### src/rtl/uart_rx_if.sv
// uart_rx_if -- byte delivery bus between the UART receiver and its consumer.
//
// Signals:
//   data_o       [7:0] received byte, meaningful only while valid_o is high
//   valid_o            a byte is held for the consumer
//   ready_i            consumer can take the byte
//   frame_err_o        one-cycle pulse: stop bit was sampled low
//   overrun_o          one-cycle pulse: a byte completed while the holder was full
//
// Handshake: a byte moves on any rising clock edge where valid_o && ready_i.
// The source keeps valid_o and data_o stable until that edge. ready_i may be
// held high permanently, in which case valid_o degenerates to a one-cycle
// pulse per byte.
//
// Modports: master = the receiver (drives data/valid/pulses),
//           slave  = the consumer (drives ready_i).
interface uart_rx_if;
  logic [7:0] data_o;
  logic       valid_o;
  logic       ready_i;
  logic       frame_err_o;
  logic       overrun_o;

  modport master (
    output data_o,
    output valid_o,
    output frame_err_o,
    output overrun_o,
    input  ready_i
  );

  modport slave (
    input  data_o,
    input  valid_o,
    input  frame_err_o,
    input  overrun_o,
    output ready_i
  );
endinterface

### src/rtl/uart_rx.sv
// uart_rx -- 8N1 UART receiver with a single-entry valid/ready holding register.
//
// The asynchronous rx_i line is brought into the clock domain by a two-flop
// synchroniser. A start bit is qualified at its centre, the eight data bits
// are sampled at their centres LSB-first, and the stop bit is checked. Good
// bytes go to the holding register; bad stop bits raise frame_err_o.
//
// Ports:
//   clk_i        clock, all logic on the rising edge
//   rst_i        asynchronous active-high reset
//   rx_i         serial line, idle high, asynchronous to clk_i
//   rx_bus       uart_rx_if.master: data_o, valid_o, ready_i, frame_err_o, overrun_o
//   busy_o       high whenever the receiver FSM is not idle
//   state_dbg_o  current FSM state (debug visibility)
//
// Parameters: CLK_FREQ (Hz), BAUD (bit/s). CLKS_PER_BIT must be at least 8.
module uart_rx #(
  parameter int unsigned CLK_FREQ = 100_000_000,
  parameter int unsigned BAUD     = 115_200
) (
  input  logic       clk_i,
  input  logic       rst_i,
  input  logic       rx_i,
  uart_rx_if.master  rx_bus,
  output logic       busy_o,
  output logic [2:0] state_dbg_o
);

  localparam int unsigned CLKS_PER_BIT = CLK_FREQ / BAUD;
  localparam int unsigned HALF         = CLKS_PER_BIT / 2;
  localparam int unsigned CW           = $clog2(CLKS_PER_BIT);

  localparam logic [CW-1:0] CNT_HALF_M1 = CW'(HALF - 1);
  localparam logic [CW-1:0] CNT_LAST    = CW'(CLKS_PER_BIT - 1);

  if (CLKS_PER_BIT < 8) begin : g_bad_cfg
    $fatal(1, "uart_rx: CLKS_PER_BIT=%0d is below the minimum of 8", CLKS_PER_BIT);
  end

  typedef enum logic [2:0] {
    IDLE      = 3'd0,
    START     = 3'd1,
    DATA      = 3'd2,
    STOP      = 3'd3,
    WAIT_IDLE = 3'd4
  } state_t;

  // Synchroniser flops; reset high so that reset never looks like a start bit.
  logic rx_meta_q, rx_s_q;

  state_t        state_q, state_d;
  logic [CW-1:0] cnt_q, cnt_d;
  logic [2:0]    idx_q, idx_d;
  logic [7:0]    shreg_q, shreg_d;
  logic [7:0]    data_q, data_d;
  logic          valid_q, valid_d;
  logic          frame_err_q, frame_err_d;
  logic          overrun_q, overrun_d;
  logic          deliver;

  always_ff @(posedge clk_i or posedge rst_i) begin
    if (rst_i) begin
      rx_meta_q   <= 1'b1;
      rx_s_q      <= 1'b1;
      state_q     <= IDLE;
      cnt_q       <= '0;
      idx_q       <= '0;
      shreg_q     <= '0;
      data_q      <= '0;
      valid_q     <= 1'b0;
      frame_err_q <= 1'b0;
      overrun_q   <= 1'b0;
    end else begin
      rx_meta_q   <= rx_i;
      rx_s_q      <= rx_meta_q;
      state_q     <= state_d;
      cnt_q       <= cnt_d;
      idx_q       <= idx_d;
      shreg_q     <= shreg_d;
      data_q      <= data_d;
      valid_q     <= valid_d;
      frame_err_q <= frame_err_d;
      overrun_q   <= overrun_d;
    end
  end

  always_comb begin
    state_d     = state_q;
    cnt_d       = cnt_q;
    idx_d       = idx_q;
    shreg_d     = shreg_q;
    data_d      = data_q;
    valid_d     = valid_q;
    frame_err_d = 1'b0;
    overrun_d   = 1'b0;
    deliver     = 1'b0;

    case (state_q)
      IDLE: begin
        if (!rx_s_q) begin
          state_d = START;
          cnt_d   = '0;
        end
      end

      // Re-check the line at the start-bit centre so short glitches are ignored.
      START: begin
        if (cnt_q == CNT_HALF_M1) begin
          cnt_d = '0;
          if (!rx_s_q) begin
            state_d = DATA;
            idx_d   = '0;
          end else begin
            state_d = IDLE;
          end
        end else begin
          cnt_d = cnt_q + CW'(1);
        end
      end

      // Counting a full bit period from the start-bit centre lands on each
      // data-bit centre.
      DATA: begin
        if (cnt_q == CNT_LAST) begin
          shreg_d[idx_q] = rx_s_q;
          cnt_d          = '0;
          if (idx_q == 3'd7) begin
            state_d = STOP;
          end else begin
            idx_d = idx_q + 3'd1;
          end
        end else begin
          cnt_d = cnt_q + CW'(1);
        end
      end

      STOP: begin
        if (cnt_q == CNT_LAST) begin
          cnt_d = '0;
          if (rx_s_q) begin
            deliver = 1'b1;
            state_d = IDLE;
          end else begin
            frame_err_d = 1'b1;
            state_d     = WAIT_IDLE;
          end
        end else begin
          cnt_d = cnt_q + CW'(1);
        end
      end

      // A held-low line (break) must return high before a new frame can start.
      WAIT_IDLE: begin
        if (rx_s_q) begin
          state_d = IDLE;
        end
      end

      default: state_d = IDLE;
    endcase

    // Holding register. A delivery that meets a same-edge acceptance refills
    // the register without a gap; a delivery into a full, unaccepted
    // register is dropped and flagged.
    if (deliver) begin
      if (!valid_q || rx_bus.ready_i) begin
        data_d  = shreg_q;
        valid_d = 1'b1;
      end else begin
        overrun_d = 1'b1;
      end
    end else if (valid_q && rx_bus.ready_i) begin
      valid_d = 1'b0;
    end
  end

  assign rx_bus.data_o      = data_q;
  assign rx_bus.valid_o     = valid_q;
  assign rx_bus.frame_err_o = frame_err_q;
  assign rx_bus.overrun_o   = overrun_q;
  assign busy_o             = (state_q != IDLE);
  assign state_dbg_o        = state_q;

endmodule

### src/flat_wrapper.sv
// flat-port wrapper written by rule: the top's interface ports become plain ports
module uart_rx_flat 
#(
  parameter int unsigned CLK_FREQ = 100_000_000,
  parameter int unsigned BAUD     = 115_200
)
  (clk_i, rst_i, rx_i, busy_o, state_dbg_o, rx_bus_data_o, rx_bus_valid_o, rx_bus_frame_err_o, rx_bus_overrun_o, rx_bus_ready_i);
  uart_rx_if rx_bus_i ();
  input  logic clk_i;
  input  logic rst_i;
  input  logic rx_i;
  output logic busy_o;
  output logic [2:0] state_dbg_o;
  output wire logic [$bits(rx_bus_i.data_o)-1:0] rx_bus_data_o;
  output wire logic [$bits(rx_bus_i.valid_o)-1:0] rx_bus_valid_o;
  output wire logic [$bits(rx_bus_i.frame_err_o)-1:0] rx_bus_frame_err_o;
  output wire logic [$bits(rx_bus_i.overrun_o)-1:0] rx_bus_overrun_o;
  input wire logic [$bits(rx_bus_i.ready_i)-1:0] rx_bus_ready_i;
  assign rx_bus_data_o = rx_bus_i.data_o;
  assign rx_bus_valid_o = rx_bus_i.valid_o;
  assign rx_bus_frame_err_o = rx_bus_i.frame_err_o;
  assign rx_bus_overrun_o = rx_bus_i.overrun_o;
  assign rx_bus_i.ready_i = rx_bus_ready_i;
  uart_rx #(.CLK_FREQ(CLK_FREQ), .BAUD(BAUD)) u_core (.clk_i(clk_i), .rst_i(rst_i), .rx_i(rx_i), .rx_bus(rx_bus_i), .busy_o(busy_o), .state_dbg_o(state_dbg_o));
endmodule
### config.mk
export PLATFORM = sky130hd
export DESIGN_NAME = uart_rx_flat
export DESIGN_NICKNAME = d
export VERILOG_FILES = /design/src/rtl/uart_rx_if.sv /design/src/rtl/uart_rx.sv /design/src/flat_wrapper.sv
export SDC_FILE = /design/constraint.sdc
export NUM_CORES = 1
export LEC_CHECK = 0
export CORE_MARGIN = 5
export CORE_UTILIZATION = 25
export CTS_CLUSTER_DIAMETER = 200
export DETAILED_ROUTE_END_ITERATION = 10
export PLACE_DENSITY = 0.45
export SLEW_MARGIN = 40
export SYNTH_ARGS = -nofsm -noshare
export SYNTH_HDL_FRONTEND = slang
export SYNTH_SLANG_ARGS = --single-unit
### constraint.sdc
create_clock -name clk_i -period 2.35 [get_ports clk_i]
set_clock_uncertainty 0.05 [all_clocks]
set_input_delay 0.47 -clock clk_i [delete_from_list [all_inputs] [get_ports clk_i]]
set_output_delay 0.47 -clock clk_i [all_outputs]
set_load 0.005 [all_outputs]
==> out/metrics.yaml <==
start_util_pct: 25.74
post_drt_wl_per_cell_um: 14.09
ys_async_sr_fraction_pct: 100.0
dp_hpwl_um: 2830
synth_edf_count: 0
drv_cap: 0
min_from: "u_core.rx_meta_q"
path_clk_slew_ps: 80
wirelength_um: 3988
critPathTopFamily: "flip-flops"
area_delta_synth_final_pct: 19.73
grt_start_max_net_pins: 38
vdd_drop_max_mv: 0.1990
final_util_pct: 30.82
gp_congestion: 0.7625
syn_inst: 163
grt_pass1_wl_um: 6886
regToRegSetupSlack_ps: 280
ys_seq_area_share_pct: 49.47
r2r-start: "u_core.idx_q[1]"
htreeDepth: 2
crit_buf_inv: 1
antenna_left: 0
setup_viol: 0
viasPerCell: 4.625
total_power_mw: 1.103
p_leak_nw: 0.9766
ys_top_cells_by_count: "dfrtp_1 (35), mux2_2 (17), nor2_1 (13)"
slowest_delay_ps: 580
numPortBuffers: 18
firstDrtPassIters: 4
rsz0062_at_grt: "false"
io_pins: 19
crit_arrival_ps: 1730
cts_root_buffer: "clkbuf_8"
synth.top_cell.area_share_pct: 46.67
cts_buffers: 5
tns_ps: 0
syn-num-nets: 171
tritoncts: "done"
crit_chain: "or3_1 > clkdlybuf4s50_1"
dieArea_um2: 9340
synth_cell_types: 45
period_needed_ps: 2250
fin_nets: 191
num_rows: 31
worst_slew_pin_slew_ps: 539.4
diodes: 0
r2r-end: "u_core.idx_q[0]"
drc: 0
post_cts_buffers: 0
synth_seq_cells: 37
netlist_area_um2: 1877
status: "finished, final reports clean"
hold_depth: 0
crit_type: "flop to output port"
min_to: "u_core.rx_s_q"
synth_top_area_cell: "dfrtp_1"
grt_usage_pct: 8.972
hold-worst-slack_ps: 309.1
die_h_um: 96.65
grt_pass1_vias: 1373
core_area_um2: 7292
antenna_found_initial: 0
cts_resized: 0
ctsHoldBuffers: 0
slew_viol_final: 0
drt_iter0_drc: 43
drive_above_1_share_pct: 20.65
power.density_nw_per_um2: 490.9
hold_violations: 0
clockBufferDepth: 2
path_max_fanout: 19
worstPathRequired_ps: 1830
period_share_pct: 95.75
max_freq_ghz: 0.4444
synthFlopType: "dfrtp_1"
slew_headroom_pct: 64.04
die_x_um: 96.65
clkLatencyLatePin_ps: 280
reg2reg_depth: 5
start_kind: "flop"
clock_sinks: 37
slowest_stage: "dfrtp_1"
hp-class: "flop to flop"
yosys_warnings: 0
cp-end-kind: "output port"
syn_area_per_cell_um2: 11.51
yosysMostFrequentCell: "dfrtp_1"
grt_overflow: 0
ys_top_cells_by_area: "dfrtp_1 (47%), mux2_2 (10%), a22o_1 (3.3%)"
dr_total_vias: 1309
sequential cells by signal, summed over array words and instances, names as in the netlist:
signal and cells:
u_core.cnt_q 10, u_core.rx_meta_q 1, u_core.idx_q 3, u_core.shreg_q 8, u_core.rx_bus.valid_o 1, u_core.rx_s_q 1
u_core.rx_bus.overrun_o 1, u_core.rx_bus.data_o 8, u_core.state_dbg_o 3, u_core.rx_bus.frame_err_o 1
layer usage:
layer | part of all wire, % | GRT usage [%] | up-vias | routed length [µm]
li1 | - | - | 643 | -
met3 | 3.1 | 2.230 | 4 | 124
met1 | 50 | 11.96 | 643 | 2009
met4 | 1.4 | 3.564 | 0 | 55
met5 | 0 | 0 | - | 0
met2 | 45 | 13.91 | 19 | 1799
power by group:
part	switching, mW	internal (mW)
clock network	0.235	0.205
registers	0.00467	0.639
logic	0.0133	0.00637
kinds of logic (layout without fill, tap and decap cells):
| kind of cell | after synthesis | after routing | share of synthesized area [%] |
|---|---|---|---|
| muxes | 17 | 17 | 10.20 |
| buffers and inverters | 9 | 30 | 2.266 |
| AOI/OAI and AO/OA | 26 | 26 | 11.20 |
| xor gates and xnor gates | 3 | 3 | 1.400 |
| and+or+nand+nor | 67 | 67 | 22.80 |
| DFF | 37 | 37 | 49.47 |
| adders and majority gates | 4 | 4 | 2.667 |
worst register-to-register path: stages, from the launching register on:
cell and delay [ps]:
dfrtp_1 450, ha_1 210, ha_1 220, or3b_2 430, o2bb2a_1 320, mux2_2 270
metrics by stage:
step / area, µm² / instances / worst slack (ps)
finish: 2247 / 283 / 99.84
global route: 2247 / 283 / 16.78
CTS: 2247 / 283 / 74.34
detailed placement: 2161 / 275 / 289.4
global placement: 2161 / 275 / 293.7
floorplan: 1877 / 163 / 393.1
worst max path at each step:
stage                          startpoint              end  cells after the start
global placement          u_core.idx_q[1]  u_core.idx_q[0]                      5
finish              u_core.state_dbg_o[1]           busy_o                      2
floorplan                 u_core.idx_q[1]  u_core.idx_q[0]                      5
detailed placement        u_core.idx_q[1]  u_core.idx_q[0]                      5
CTS                 u_core.state_dbg_o[1]           busy_o                      2
global route        u_core.state_dbg_o[1]           busy_o                      2
cell type report:
type                    count  area (µm²)
clock buffers               5       68.82
clock inverters             3       17.52
fillers                   796        5045
inverters                   2       7.507
multi-input cells         117       905.9
flip-flops and latches     37       928.4
well taps                  99       123.9
repair buffers             20       195.2
cell usage in the layout, fill, tap and decap left out, drive strengths merged, types with 3 or more instances in the layout:
cell | synthesis | layout
a21oi | 3 | 3
a22o | 7 | 7
and3 | 5 | 5
clkbuf | 4 | 5
clkdlybuf4s50 | 0 | 18
dfrtp | 35 | 35
ha | 4 | 4
mux2 | 17 | 17
nand2 | 8 | 8
nand2b | 3 | 3
nand3 | 3 | 3
nand4 | 5 | 5
nor2 | 13 | 13
nor2b | 6 | 6
nor3 | 8 | 8
o21ai | 5 | 5
o31ai | 4 | 4
Power figures use the tool's default switching activity.
